`src/rtl/array_ram_bytewr.sv`:
```
// Single-port-write / single-port-read word array with byte-lane enables, selectable
// collision policy and a post-reset zeroing sequencer. Optional macro: ARRAY_OUT_REG_EN.
module array_ram_bytewr #(
  parameter int WIDTH          = 32,
  parameter int DEPTH          = 16,
  parameter int BYTE           = 8,
  parameter int RD_MODE        = 0,
  parameter int CLEAR_ON_RESET = 1,
  localparam int NB            = WIDTH / BYTE,
  localparam int ADDR          = $clog2(DEPTH)
) (
  input  logic             clk,
  input  logic             rst_n,
  input  logic             write_en,
  input  logic [ADDR-1:0]  write_addr,
  input  logic [WIDTH-1:0] write_data,
  input  logic [NB-1:0]    write_be,
  input  logic             read_en,
  input  logic [ADDR-1:0]  read_addr,
  output logic [WIDTH-1:0] read_data,
  output logic             read_valid,
  output logic             busy
);

  localparam logic [ADDR-1:0] LAST    = ADDR'(DEPTH - 1);
  localparam logic [ADDR:0]   DEPTH_W = (ADDR + 1)'(DEPTH);

  typedef enum logic {CLEAR, READY} state_t;

  state_t           state, state_next;
  logic [ADDR-1:0]  ptr, ptr_next;
  logic             clr_we;
  logic [WIDTH-1:0] mem [DEPTH];

  logic             wr_ok, rd_ok, wr_in_range, rd_in_range;
  logic [WIDTH-1:0] rd_word;
  logic [WIDTH-1:0] data_s1;
  logic             valid_s1;

  assign busy        = (state == CLEAR);
  assign wr_in_range = ({1'b0, write_addr} < DEPTH_W);
  assign rd_in_range = ({1'b0, read_addr} < DEPTH_W);
  assign wr_ok       = (state == READY) && write_en && wr_in_range;
  assign rd_ok       = (state == READY) && read_en;

  always_ff @(posedge clk) begin
    if (!rst_n) begin
      state <= (CLEAR_ON_RESET != 0) ? CLEAR : READY;
      ptr   <= '0;
    end else begin
      state <= state_next;
      ptr   <= ptr_next;
    end
  end

  always_comb begin
    state_next = state;
    ptr_next   = ptr;
    clr_we     = 1'b0;
    case (state)
      CLEAR: begin
        clr_we   = 1'b1;
        ptr_next = ptr + 1'b1;
        if (ptr == LAST) begin
          state_next = READY;
          ptr_next   = '0;
        end
      end
      READY:   state_next = READY;
      default: state_next = READY;
    endcase
  end

  // Array has no reset; zeroing happens only through the clear sequencer.
  always_ff @(posedge clk) begin
    if (clr_we) begin
      mem[ptr] <= '0;
    end else if (wr_ok) begin
      for (int b = 0; b < NB; b++) begin
        if (write_be[b]) mem[write_addr][b*BYTE +: BYTE] <= write_data[b*BYTE +: BYTE];
      end
    end
  end

  // Out-of-range reads return zero; write-first forwards the enabled lanes.
  always_comb begin
    rd_word = '0;
    if (rd_in_range) begin
      rd_word = mem[read_addr];
      if (RD_MODE == 1 && wr_ok && write_addr == read_addr) begin
        for (int b = 0; b < NB; b++) begin
          if (write_be[b]) rd_word[b*BYTE +: BYTE] = write_data[b*BYTE +: BYTE];
        end
      end
    end
  end

  always_ff @(posedge clk) begin
    if (!rst_n) begin
      data_s1  <= '0;
      valid_s1 <= 1'b0;
    end else begin
      valid_s1 <= rd_ok;
      if (rd_ok) data_s1 <= rd_word;
    end
  end

`ifdef ARRAY_OUT_REG_EN
  logic [WIDTH-1:0] data_s2;
  logic             valid_s2;

  always_ff @(posedge clk) begin
    if (!rst_n) begin
      data_s2  <= '0;
      valid_s2 <= 1'b0;
    end else begin
      valid_s2 <= valid_s1;
      if (valid_s1) data_s2 <= data_s1;
    end
  end

  assign read_data  = data_s2;
  assign read_valid = valid_s2;
`else
  assign read_data  = data_s1;
  assign read_valid = valid_s1;
`endif

endmodule

```
`config.mk`:
```
export PLATFORM = sky130hd
export DESIGN_NAME = array_ram_bytewr
export DESIGN_NICKNAME = d
export VERILOG_FILES = /design/src/rtl/array_ram_bytewr.sv
export SDC_FILE = /design/constraint.sdc
export NUM_CORES = 1
export LEC_CHECK = 0
export CAP_MARGIN = 40
export CELL_PAD_IN_SITES_DETAIL_PLACEMENT = 1
export CELL_PAD_IN_SITES_GLOBAL_PLACEMENT = 1
export CORE_MARGIN = 1
export CORE_UTILIZATION = 45
export CTS_CLUSTER_DIAMETER = 60
export DETAILED_ROUTE_END_ITERATION = 6
export PLACE_DENSITY_LB_ADDON = 0.25
export SLEW_MARGIN = 0
export SYNTH_ARGS = -nofsm -noshare
export SYNTH_HDL_FRONTEND = slang
export SYNTH_SLANG_ARGS = --single-unit
```
`constraint.sdc`:
```
create_clock -name clk -period 4.15 [get_ports clk]
set_clock_uncertainty 0.1 [all_clocks]
set_input_delay 1.0375 -clock clk [delete_from_list [all_inputs] [get_ports clk]]
set_output_delay 1.0375 -clock clk [all_outputs]
set_load 0.02 [all_outputs]
```
==> results.yml <==
synthesis:
  yosysUniqueCellTypes: 36
  synth_fp_nets: 1144
  seq_area_frac_synth: 0.747
  yosys.area.top_type_share: 0.712
  synth_warnings: 0
  synth_largest_area_cell: "edfxtp_1"
  synth.area.top_cells: "edfxtp_1 (71%), mux4_1 (6.1%), mux4_2 (4.7%), dfxtp_1 (3.5%), mux2i_1 (3.2%)"
  synth.avg_cell_area_um2: 19.7
  syn_area_um2: 21600
  synth_cells: 1095
  ys_seq_elements: 550
cts:
  clkTransAtPathRegs_ps: 60
  clk_latency_ps: 610
  cts_tree: "built"
  htree_num_levels: 2
  clock-sinks: 550
  clockRootBuffer: "clkbuf_16"
  cts_resized: 0
  hold_buffers: 0
  cts_buffers: 56
  cts_setup_buffers: 0
  clockBufferDepth: 3
setup_path:
  slowest_stage: "dfxtp_1"
  worstPathCellList: "inv_1, clkdlybuf4s50_1"
  arrival_ps: 2300
  worstSetupEndpointType: "output pin"
  worstPathMaxFanout: 9
  cpPeakStageDelay_ps: 740
  critical_path_class: "reg2out"
  setup.worst_path.start_class: "register"
  worstPathRequired_ps: 3010
timing:
  setup_violations: 0
  rsz0062_at_grt: "no"
  timing.slew.headroom: 0.406
  tns_ps: 0
  worst_pin_slew_ps: 890
  clock.fmax_mhz: 291
  period_share: 0.827
  drv_slew: 0
  min_period_ps: 3430
  finalHoldViolCount: 0
power_and_ir_drop:
  cellPowerDensity_nw_per_um2: 468
  power.leakage_nw: 8.92
  ir_drop_uv: 300
cells_and_area:
  fin_nets: 1341
  most-common-layout-cells: "edfxtp_1 (512), buf_4 (110), clkdlybuf4s50_1 (78)"
  area_delta_synth_final_pct: 19.1
  drive_above_1_share: 0.229
  num_antenna_cells: 0
  layout_commonest_cell: "edfxtp_1"
  utilization: 0.548
route:
  route.detailed.drc: 0
  vias: 11500
  drt-total-wl_mm: 55.2
  antenna_left: 0
  routedWlPerCell_um: 28.4
  vias_per_cell: 5.90
  drt-initial-drc-count: 929
  drt-pass1-iter-count: 7
die:
  dieArea_um2: 48900
  start_util: 0.460
  rows: 79
  fp.dieH_um: 221
  die_w_um: 221
  ios: 82
  core_um2: 47000
job:
  maxCapViolCount: 0
grt:
  grt_pass1_vias: 12300
  grt_pass1_wl_mm: 82.2
  grt_overflow_total: 0
  antenna_found_initial: 2
  grt_max_degree: 60
  grt_usage: 0.229
place:
  hpwl_mm: 34.7
  portBuffers: 81
  gp_congestion: 0.775
min_path:
  hp-class: "reg2reg"
status:
  status: "completed"
cell families (layout without fill, tap and decap cells):
| kind of cell | Yosys count | after routing | share of synthesized area |
|---|---|---|---|
| flip-flops | 550 | 550 | 0.747 |
| multiplexers | 201 | 201 | 0.160 |
| AND/OR/NAND/NOR | 163 | 163 | 0.0383 |
| AO/OA/AOI/OAI | 107 | 107 | 0.0347 |
| buffers and inverters | 72 | 315 | 0.0192 |
| adder cells (fa/ha/maj) | 1 | 1 | 0.000579 |
| XOR/XNOR | 1 | 1 | 0.000405 |
registers in the layout (all words and copies together) (netlist names):
name,count
mem,512
read_data,32
ptr,4
read_valid,1
state,1
worst paths after layout:
check,start,end,slack (ps),depth (start not counted)
worst max-delay path,state,busy,720,2
worst min-delay path,read_data[8],read_data[8],390,2
worst max register to register,state,mem[12][22],930,6
worst min register to register,read_data[8],read_data[8],390,2
critical path: cells and delay by family (launching register included):
kind                   cells  cell delay [ps]
flip-flops                 1              740
buffers and inverters      2              950
Yosys cell counts:
| master | count |
|---|---|
| edfxtp_1 | 512 |
| mux2i_1 | 68 |
| nor3_1 | 65 |
| mux4_1 | 50 |
| mux4_2 | 45 |
| nand2_1 | 40 |
| clkbuf_1 | 38 |
| dfxtp_1 | 38 |
| and2_1 | 35 |
| mux2_2 | 33 |
| o21ai_0 | 32 |
| a221oi_1 | 31 |
| a22oi_1 | 31 |
| buf_6 | 13 |
| nor2b_1 | 12 |
| buf_2 | 10 |
| buf_4 | 9 |
| a21oi_1 | 7 |
| nor2_1 | 5 |
| mux2i_2 | 4 |
| and3_1 | 2 |
| a2111oi_0 | 1 |
| a21boi_0 | 1 |
| a21boi_1 | 1 |
| a221o_1 | 1 |
| buf_1 | 1 |
| ha_1 | 1 |
| inv_1 | 1 |
| mux2i_4 | 1 |
| nand4b_1 | 1 |
| nor2_2 | 1 |
| nor4_1 | 1 |
| o211a_1 | 1 |
| o21a_1 | 1 |
| or3_1 | 1 |
| xnor2_1 | 1 |
layer usage:
layer,GRT usage,routed length (um)
met1,0.322,24300
met3,0.0451,3120
met2,0.369,26700
met4,0.0575,1120
met5,0,26
layout make-up:
type	instances	area [um^2]
clock inverters	33	427
fillers	4176	21200
well taps	607	759
repair buffers	210	1820
multi-input cells	473	5080
inverters	1	3.75
flip-flops and latches	550	16100
clock buffers	71	1520
metrics by stage:
stage	instance area [um^2]	instances	setup slack, ps	hold WS (ps)	total power, W
2_1_floorplan	21600	1095	1000	407	0.00658
3_3_place_gp	23700	1826	46.5	371	0.00678
3_5_place_dp	23800	1841	133	378	0.00681
4_1_cts	25700	1945	734	400	0.0121
5_1_grt	25700	1945	634	427	0.0124
6_report	25700	1945	717	391	0.0120
power breakdown:
group          leakage [nW]  switching [W]  internal (W)
registers              4.98      0.0000375       0.00610
clock network         0.950        0.00214       0.00321
logic                  3.00       0.000296      0.000262
Power figures use the tool's default switching activity.
